`src/rtl/fp_mul_writeback.sv`:
```
// FP multiplier result stage: buffers results in a small FIFO toward the FP register file, keeps sticky flags and a trap.
// Optional macro FP_NAN_CANONICAL_EN: stored NaNs are replaced by the canonical quiet NaN 32'h7FC00000.
//
// state   | meaning
// ST_RUN  | normal operation, new results accepted while the FIFO has room
// ST_TRAP | enabled exception fired; input stalled, FIFO keeps draining until flag_clear
module fp_mul_writeback #(
    parameter int DEPTH      = 2,
    parameter int REG_ADDR_W = 5
) (
    input  logic                  clock,
    input  logic                  reset,
    input  logic                  in_valid,
    output logic                  in_ready,
    input  logic [31:0]           in_result,
    input  logic                  in_overflow,
    input  logic                  in_underflow,
    input  logic [REG_ADDR_W-1:0] in_dest,
    output logic                  wb_valid,
    input  logic                  wb_ready,
    output logic [31:0]           wb_data,
    output logic [REG_ADDR_W-1:0] wb_dest,
    input  logic [1:0]            enable_mask,
    input  logic                  flag_clear,
    output logic [1:0]            flags,
    output logic                  exception,
    output logic [1:0]            exception_cause
);

    localparam int PTR_W = $clog2(DEPTH);
    localparam int CNT_W = PTR_W + 1;

    typedef enum logic {
        ST_RUN  = 1'b0,
        ST_TRAP = 1'b1
    } state_t;

    state_t                state_q, state_d;
    logic [31:0]           data_q [DEPTH];
    logic [REG_ADDR_W-1:0] dest_q [DEPTH];
    logic [PTR_W-1:0]      wr_ptr_q, wr_ptr_d;
    logic [PTR_W-1:0]      rd_ptr_q, rd_ptr_d;
    logic [CNT_W-1:0]      count_q, count_d;
    logic [1:0]            flags_q, flags_d;
    logic [1:0]            cause_q, cause_d;

    logic                  accept, trap_hit, push, pop;
    logic [1:0]            op_flags;
    logic [31:0]           store_data;

`ifdef FP_NAN_CANONICAL_EN
    assign store_data = ((in_result[30:23] == 8'hFF) && (in_result[22:0] != 23'd0))
                        ? 32'h7FC0_0000 : in_result;
`else
    assign store_data = in_result;
`endif

    // Ready comes only from registered state so upstream never sees a combinational loop.
    assign in_ready        = (count_q < CNT_W'(DEPTH)) && (state_q == ST_RUN);
    assign wb_valid        = (count_q != '0);
    assign wb_data         = data_q[rd_ptr_q];
    assign wb_dest         = dest_q[rd_ptr_q];
    assign flags           = flags_q;
    assign exception       = (state_q == ST_TRAP);
    assign exception_cause = cause_q;

    always_comb begin
        op_flags = {in_overflow, in_underflow};
        accept   = in_valid && in_ready;
        trap_hit = |(op_flags & enable_mask);
        push     = accept && !trap_hit;
        pop      = wb_valid && wb_ready;

        wr_ptr_d = push ? wr_ptr_q + PTR_W'(1) : wr_ptr_q;
        rd_ptr_d = pop  ? rd_ptr_q + PTR_W'(1) : rd_ptr_q;

        count_d = count_q;
        case ({push, pop})
            2'b10:   count_d = count_q + CNT_W'(1);
            2'b01:   count_d = count_q - CNT_W'(1);
            default: count_d = count_q;
        endcase

        // A same-cycle op's flags survive a clear.
        flags_d = (flag_clear ? 2'b00 : flags_q) | (accept ? op_flags : 2'b00);

        state_d = state_q;
        cause_d = cause_q;
        case (state_q)
            ST_RUN: begin
                if (accept && trap_hit) begin
                    state_d = ST_TRAP;
                    cause_d = op_flags;
                end
            end
            ST_TRAP: begin
                if (flag_clear) begin
                    state_d = ST_RUN;
                    cause_d = 2'b00;
                end
            end
            default: begin
                state_d = ST_RUN;
                cause_d = 2'b00;
            end
        endcase
    end

    always_ff @(posedge clock or posedge reset) begin
        if (reset) begin
            state_q  <= ST_RUN;
            wr_ptr_q <= '0;
            rd_ptr_q <= '0;
            count_q  <= '0;
            flags_q  <= 2'b00;
            cause_q  <= 2'b00;
        end else begin
            state_q  <= state_d;
            wr_ptr_q <= wr_ptr_d;
            rd_ptr_q <= rd_ptr_d;
            count_q  <= count_d;
            flags_q  <= flags_d;
            cause_q  <= cause_d;
        end
    end

    // Storage is reset so the head reads as zero while empty after reset.
    always_ff @(posedge clock or posedge reset) begin
        if (reset) begin
            for (int i = 0; i < DEPTH; i++) begin
                data_q[i] <= '0;
                dest_q[i] <= '0;
            end
        end else if (push) begin
            data_q[wr_ptr_q] <= store_data;
            dest_q[wr_ptr_q] <= in_dest;
        end
    end

endmodule

```
`config.mk`:
```
export PLATFORM = sky130hd
export DESIGN_NAME = fp_mul_writeback
export DESIGN_NICKNAME = d
export VERILOG_FILES = /design/src/rtl/fp_mul_writeback.sv
export SDC_FILE = /design/constraint.sdc
export NUM_CORES = 1
export LEC_CHECK = 0
export BUFFER_PORTS_ARGS = -buffer_cell sky130_fd_sc_hd__buf_2
export CORE_ASPECT_RATIO = 1.4
export CORE_MARGIN = 10
export CORE_UTILIZATION = 55
export CTS_CLUSTER_DIAMETER = 120
export DETAILED_ROUTE_END_ITERATION = 8
export PLACE_DENSITY = 0.79
export SLEW_MARGIN = 10
export SYNTH_ARGS = -nofsm -noshare
export SYNTH_HDL_FRONTEND = slang
export SYNTH_SLANG_ARGS = --single-unit
```
`constraint.sdc`:
```
create_clock -name clock -period 6.1 [get_ports clock]
set_input_delay 1.22 -clock clock [delete_from_list [all_inputs] [get_ports clock]]
set_output_delay 1.22 -clock clock [all_outputs]
set_load 0.02 [all_outputs]
```
* Word level (Yosys, flattened, before mapping)
Cells that the tools add are included.
** Operators by class
- Add/sub/neg operators :: 4
- $mul :: 0
- Div/mod/pow operators :: 0
- $lt $le $gt $ge :: 4
- Equality and inequality tests :: 4
- Shift-type cells :: 0
- Multiplexer cells :: 21
- Bitwise gates (word level) :: 5
- Reductions and logical operators :: 11
** Operators by type and width (count)
- $mux W32 :: 4
- $bwmux W64 :: 1
- $demux W32 S1 :: 1
- $mux W5 :: 4
- $bwmux W10 :: 1
- $mux W2 :: 4
- $pmux W2 S2 :: 2
- $logic_and A1 B1 Y1 :: 6
- $demux W5 S1 :: 1
- $ge A2 B2 Y1 const B :: 2
- $not A1 Y2 :: 2
- $reduce_bool A2 Y1 :: 2
- $add A1 B1 Y1 const B :: 2
- $add A2 B1 Y2 const B :: 1
- $and A2 B2 Y2 :: 1
- $eq A2 B1 Y1 const B :: 1
- $eq A2 B2 Y1 const B :: 1
- $lt A2 B1 Y1 const B :: 1
- $lt A2 B2 Y1 const B :: 1
- $mux W1 :: 2
- $ne A2 B1 Y1 const B :: 1
- $ne A2 B2 Y1 const B :: 1
- $or A2 B2 Y2 :: 1
- $pmux W1 S2 :: 1
- other kinds (5) :: 5
** Word-level totals
- Register bits after elaboration :: 83
- Latch bits :: 0
- RAM bits :: 0
- Bits in read-only memories :: 0
- Input port bits :: 46
- Output and inout bits :: 44
- Logic and storage cells :: 59
- Memories kept :: 0

* Depth between registers and ports, before layout
Gate-level depths: netlist (run 1).
- Word-level depth :: 6
- Depth in mapped cells :: 6
- Gate-level depth less buffers :: 6

* Worst setup path after synthesis (run 1)
Ideal clock, no wire load.
- Kind :: register -> output
- From :: reg rd_ptr_q
- To :: out wb_data[0]
- Data arrival time :: 1.438 ns
- Required time :: 4.880 ns
- Slack :: 3.442 ns
- Cell stages (with the launch flop) :: 4
- Path buffers :: 2
- Cells stage by stage :: dfrtp_1 > clkbuf_1 > buf_1 > mux2_2
** On the way
- Longest elaborated chain between the ends :: 4
** Ends and longest elaborated chain
- from (decl) :: RTL line 42 : logic [PTR_W-1:0] rd_ptr_q, rd_ptr_d;
- from (signal assigned) :: RTL line 120 : rd_ptr_q <= rd_ptr_d;
- $not A1 Y2 (not written as such) :: RTL line 61 : assign wb_data = data_q[rd_ptr_q];
- $mux W32 (not written as such) (3 in series) :: RTL line 61
- to (decl) :: RTL line 21 : output logic [31:0] wb_data,
No other way between the ends. The select of a mux whose other input is x is not followed.

* Worst setup path in the final report (run 1)
- From :: reg rd_ptr_q
- To :: out wb_data[5]
The elaborated chain is that of the path after synthesis.

==> results.ini, run 1 <==
[die]
start_util_pct=57.5
core_sq_um=6300
die_x_um=88.6
row_count=34
die_h_um=116
dieArea_sq_um=10300
ioPinCount=90

[setup_path]
path_cells=buf_4 > mux2_2 > buf_2
critPathMaxStageDelay_ns=0.68
cp_slowest_cell=dfrtp_1
start_kind=flip-flop
end_kind=primary output
required_ns=4.88
worstPathMaxFanout=27
cp.arrival_ns=2.04
timing_worst_setup_path_type=flip-flop to primary output

[cts]
clock-sinks=83
cts_tree=yes
clockRootBuffer=clkbuf_8
clk_latency_ns=0.35
cts_resized=0
cts_buffer_depth=2
numCtsBuffers=9
ctsHoldBuffers=0
cts_setup_buffers=0
path_clk_slew_ns=0.08
h-tree-depth=3

[route]
route.detailed.drc=0
dr.pass1.iters=4
num_vias=2193
wire_per_inst_um=17.5
drt-initial-drc-count=71
via_per_inst=5.38
wl_um=7160
ant_nets=0

[global_routing]
grt_start_max_net_pins=84
grt_pass1_wl_um=11800
grt_overflow_total=0
grt_use_total_pct=14.7
antenna_found_initial=0
grt_pass1_vias=2446

[timing]
setup_tns_ns=0
setup-violations-final=0
slew-limit-headroom_pct=31.6
hold_viol_final=0
maxSlewViolCount=0
finalClockSkew_ns=0.00870
fin_crit_sh_pct=53.5
rsz0062_at_grt=no
fmax_mhz=307
tightestPinTransition_ns=1.02
final.min_clock_period_ns=3.26

[power]
vdd.ir_drop.worst_mv=0.336
power.share.combinational_pct=45.1
clkPwrFrac_pct=16.5
swShare_pct=36.0
switchingPower_uw=912
sequentialPowerShare_pct=38.4
internal_power_mw=1.62
finalPower_mw=2.53
powerDensity_nw_per_um2=586
p_leak_nw=2.04

[logic_synthesis]
ys_types=26
async_flop_share_pct=100
synthesis.nets=285
yosys_warnings=0
synth_cells=238
ys.flop_type=dfrtp_1
ys_ff_latch=83
synth-edff-count=0
seq_area_frac_synth_pct=57.4
syn_area_sq_um=3620
synth.avg_cell_area_sq_um=15.2

[status]
status=completed

[finish]
antenna_cells=0
drive_gt1_share_pct=65.8
nNetsFinal=378
areaGrowthSynthToFinish_pct=19.5
fill_cells=479

[place]
dp_hpwl_um=5100
globalplace.congestion=0.817
io_buffer_count=89

[job]
max_cap_viol_count=0

[hold_path]
hold_class=flip-flop to flip-flop

## worst max-delay path, delay by kind of cell, from the launching register on
family / cells / cell delay [ns]
buffers and inverters: 2 / 0.62
DFF: 1 / 0.68
muxes: 1 / 0.39
## per-stage QoR
| step | worst slack (ns) | cells | area (sq um) | utilization, % | hold WS [ns] |
|---|---|---|---|---|---|
| 2_1_floorplan | 2.74 | 238 | 3620 | - | 0.454 |
| 3_3_place_gp | 2.78 | 392 | 4110 | 65.3 | 0.465 |
| 3_5_place_dp | 2.74 | 392 | 4110 | 65.3 | 0.475 |
| 4_1_cts | 2.80 | 408 | 4320 | 68.7 | 0.494 |
| 5_1_grt | 2.69 | 408 | 4320 | 68.7 | 0.517 |
| 6_report | 2.84 | 408 | 4320 | 68.7 | 0.491 |
## layout by cell type (no fill, tap or decap)
cell type / instances
nand3_2: 1
o21ai_0: 3
xnor2_1: 3
bufinv_16: 2
clkinv_2: 3
mux2_1: 2
o22ai_1: 1
a22o_1: 1
nor3b_2: 1
nor2_1: 3
and2_1: 1
xor2_1: 2
nor3_4: 1
ha_1: 1
buf_2: 89
or2_2: 1
mux2_2: 109
a21o_1: 1
buf_4: 3
a221oi_1: 1
nand4_1: 1
clkbuf_1: 2
or3b_4: 1
clkinvlp_4: 1
inv_1: 4
clkbuf_8: 9
a22oi_1: 1
dfrtp_1: 83
nand2_1: 5
## Yosys cell counts (2+ instances only)
library cell / count / area (sq um)
dfrtp_1: 83 / 2080
mux2_2: 109 / 1230
mux2_1: 2 / 22.5
nand2_1: 5 / 18.8
buf_6: 3 / 33.8
buf_2: 3 / 15.0
o21ai_0: 3 / 15.0
nor2_1: 3 / 11.3
inv_1: 5 / 18.8
xor2_1: 2 / 17.5
xnor2_1: 3 / 26.3
clkbuf_1: 3 / 11.3
## flip-flops by register name, summed over array words and instances, names as in the netlist
name             count
exception            1
flags                2
exception_cause      2
dest_q              10
count_q              2
rd_ptr_q             1
wr_ptr_q             1
data_q              64
## power groups by stage
stage | Sequential [mW] | Combinational [mW] | Clock [mW]
final | 0.973 | 1.14 | 0.418
after global routing | 1.01 | 1.23 | 0.452
after CTS | 0.976 | 1.16 | 0.430
after detailed placement | 0.988 | 1.16 | 0
after global placement | 0.970 | 1.14 | 0
after floorplan | 0.942 | 0.869 | 0
## final cells by class
type / count / area (sq um) / share of cell area, %
inverter: 5 / 20.0 / 0.463
clock inverter: 5 / 77.6 / 1.79
clock buffer: 11 / 131 / 3.04
multi-input combinational: 140 / 1460 / 33.7
sequential: 83 / 2080 / 48.0
timing repair buffer: 92 / 468 / 10.8
tap: 72 / 90.1 / 2.08
## cell families (layout without fill, tap and decap cells)
group / after synthesis / after routing / synth area share [%]
multiplexers: 111 / 111 / 34.5
AO/OA/AOI/OAI: 8 / 8 / 1.49
AND/OR/NAND/NOR: 15 / 15 / 2.73
adder cells (fa/ha/maj): 1 / 1 / 0.346
flip-flops: 83 / 83 / 57.4
buffers and inverters: 15 / 113 / 2.28
XOR/XNOR: 5 / 5 / 1.21
## per-layer routing
metal / global-route usage, % / up-vias / share of wire, %
met2: 25.8 / 49 / 53
met5: 0 / - / 0
met4: 5.51 / 0 / 1.5
li1: - / 1035 / -
met1: 15.8 / 1100 / 40
met3: 5.06 / 9 / 5.7
## worst paths after layout
path	from	endpoint	slack [ns]	cells past startpoint
max	rd_ptr_q$_DFFE_PP0P_	wb_data[5]	2.84	3
min	dest_q[7]$_DFFE_PP0P_	dest_q[7]$_DFFE_PP0P_	0.49	1
max reg2reg	count_q[1]$_DFFE_PP0P_	data_q[63]$_DFFE_PP0P_	3.67	4
min reg2reg	dest_q[7]$_DFFE_PP0P_	dest_q[7]$_DFFE_PP0P_	0.49	1
max in group asynchronous	reset	data_q[51]$_DFFE_PP0P_	4.27	3
min in group asynchronous	reset	data_q[30]$_DFFE_PP0P_	1.18	3
(Power assumes the default switching activity.)
==> inputs of run 2 (changes only) <==
- CORE_UTILIZATION: 55 -> 48
- PLACE_DENSITY: 0.79 -> 0.73
- clock period: 6.1 -> 2.8 ns (I/O delays scaled with it)
==> run 2 against run 1 <==
  * Clock power increased by 120%
  * Utilization down 8.7 points
  * Total power up 120%
  * Combinational power rose by 120%
  * Clock-buffer cell count is 1 lower
  * Die area grew 12%
  * Routed wire length increased by 3.7%
  * First-iteration DRC count is 8.5% lower
  * Largest cell class unchanged
  * Largest power group unchanged
  * Highest routed layer unchanged
==> results.ini, run 2 (same netlist as run 1, synthesis figures left out) <==
[timing]
hold_viol_final=0  ; unchanged
setup-violations-final=0  ; unchanged
fmax_mhz=431
rsz0062_at_grt=no
fin_crit_sh_pct=82.8
timing.hold.ws_ns=0.317  ; -0.174 ns
tightestPinTransition_ns=0.733  ; -0.292 ns
slew-limit-headroom_pct=51.1  ; +19 points
finalClockSkew_ns=0.00856  ; -0.000139 ns
final.min_clock_period_ns=2.32
maxSlewViolCount=0  ; unchanged
setup_tns_ns=0  ; unchanged

[cts]
path_clk_slew_ns=0.08  ; about the same
ctsHoldBuffers=0  ; unchanged
clockRootBuffer=clkbuf_8
clk_latency_ns=0.34  ; about the same
cts_setup_buffers=0  ; unchanged
h-tree-depth=3  ; unchanged
cts_buffer_depth=2  ; unchanged
cts_resized=0  ; unchanged
cts_tree=yes
numCtsBuffers=9  ; unchanged
clock-sinks=83  ; unchanged

[finish]
nNetsFinal=381  ; +0.79%
top_register=data_q
final_common_cell=mux2_2
largest_register_ff_count=64  ; unchanged
fin_util_pct=59.9  ; -8.7 points
final_cell_mix=mux2_2, buf_2, dfrtp_1
antenna_cells=0  ; unchanged
stdcell_area_sq_um=4410  ; +2.1%
fill_cells=614  ; +28%
drive_gt1_share_pct=66.7  ; +0.89 points
areaGrowthSynthToFinish_pct=21.9
top_regs=data_q x64, dest_q x10

[route]
wl_um=7420  ; +3.7%
drt-initial-drc-count=65  ; -8.5%
wire_per_inst_um=17.0  ; -3.0%
num_vias=2225  ; +1.5%
dr.pass1.iters=4  ; unchanged
ant_nets=0  ; unchanged
route.detailed.drc=0  ; unchanged
via_per_inst=5.10  ; -5.1%

[die]
row_count=37  ; +8.8%
core_sq_um=7360  ; +17%
dieArea_sq_um=11500  ; +12%
start_util_pct=49.2  ; -8.3 points
ioPinCount=90  ; unchanged
die_h_um=123  ; +5.8%
die_x_um=93.4  ; +5.5%

[job]
max_cap_viol_count=0  ; unchanged

[global_routing]
antenna_found_initial=0  ; unchanged
grt_use_total_pct=13.4  ; -1.3 points
grt_start_max_net_pins=43  ; -49%
grt_overflow_total=0  ; unchanged
grt_pass1_vias=2500  ; +2.2%
grt_pass1_wl_um=12200  ; +4.1%

[setup_path]
timing_worst_setup_path_type=flip-flop to primary output
worstPathMaxFanout=21  ; -22%
end_kind=primary output
r2r_slack_ns=0.94  ; -2.73 ns
required_ns=2.24  ; -2.64 ns
cp-startpoint=rd_ptr_q$_DFFE_PP0P_
path_cells=buf_12 > mux2_2 > buf_2
start_kind=flip-flop
r2r_start=exception$_DFF_PP0_
cp_slowest_cell=dfrtp_2
cp.arrival_ns=1.76  ; -0.28 ns
critPathMaxStageDelay_ns=0.66  ; -0.02 ns
reg2reg_to=data_q[62]$_DFFE_PP0P_
endpoint=wb_data[26]
rr_worst_depth=4  ; unchanged

[place]
globalplace.congestion=0.770  ; -5.8%
dp_hpwl_um=5330  ; +4.5%
place_area_sq_um=4190  ; +1.9%
io_buffer_count=89  ; unchanged

[hold_path]
hold_class=primary input to async pin

[power]
vdd.ir_drop.worst_mv=0.648  ; +93%
p_leak_nw=2.06  ; +1.2%
powerDensity_nw_per_um2=1260  ; +120%

[status]
status=completed

[run 2: cell count changes in the layout (fill, tap and decap cells not counted)]
cell,previous run,this run
dfrtp_2,0,1
dfrtp_1,83,82
buf_4,3,4
clkinv_4,0,2
clkbuf_1,2,1
buf_12,0,2
clkinv_2,3,2
[run 2: through the flow]
| stage | total power [mW] | std cells | worst slack [ns] |
|---|---|---|---|
| 2_1_floorplan | 3.95 | 238 | 0.103 |
| 6_report | 5.57 | 436 | 0.482 |
| 3_5_place_dp | 4.71 | 420 | 0.782 |
| 4_1_cts | 5.65 | 436 | 0.442 |
| 5_1_grt | 5.95 | 436 | 0.377 |
| 3_3_place_gp | 4.65 | 420 | 0.812 |
[run 2: layout make-up]
cell class              instances  area, sq um  area share [%]
repair buffers                 95          515            11.7
clock inverters                 6         90.1            2.04
well taps                      97          121            2.75
flip-flops and latches         83         2080            47.1
multi-input cells             140         1460            33.1
inverters                       5         20.0           0.454
clock buffers                  10          128            2.89
[run 2: worst min path at each step]
| stage | end | slack [ns] | cells past startpoint |
|---|---|---|---|
| after floorplan | dest_q[6]$_DFFE_PP0P_ | 0.45 | 1 |
| after global placement | dest_q[6]$_DFFE_PP0P_ | 0.48 | 1 |
| after detailed placement | dest_q[7]$_DFFE_PP0P_ | 0.48 | 1 |
| after CTS | dest_q[3]$_DFFE_PP0P_ | 0.32 | 2 |
| after global routing | dest_q[3]$_DFFE_PP0P_ | 0.34 | 2 |
| final | dest_q[3]$_DFFE_PP0P_ | 0.32 | 2 |
[run 2: power breakdown]
part	leakage (nW)	internal [mW]	total, mW	switching, mW
logic	0.957	1.26	2.50	1.24
registers	1.00	1.79	2.14	0.348
clock network	0.106	0.504	0.928	0.424
total	2.06	3.56	5.57	2.01
[run 2: worst max-delay path: cells and delay by family (launching register included)]
kind | cells | cell delay (ns)
buf+inv | 2 | 0.39
flops | 1 | 0.66
mux | 1 | 0.36
[run 2: metal layers]
| metal | up-vias | GRT usage (%) | share of wire (%) | routed length [um] |
|---|---|---|---|---|
| met3 | 6 | 5.56 | 7.3 | 542 |
| met1 | 1117 | 14.7 | 40 | 2930 |
| met4 | 0 | 4.93 | 1.3 | 97 |
| li1 | 1046 | - | - | - |
| met2 | 56 | 22.9 | 52 | 3850 |
| met5 | - | 0 | 0 | 0 |
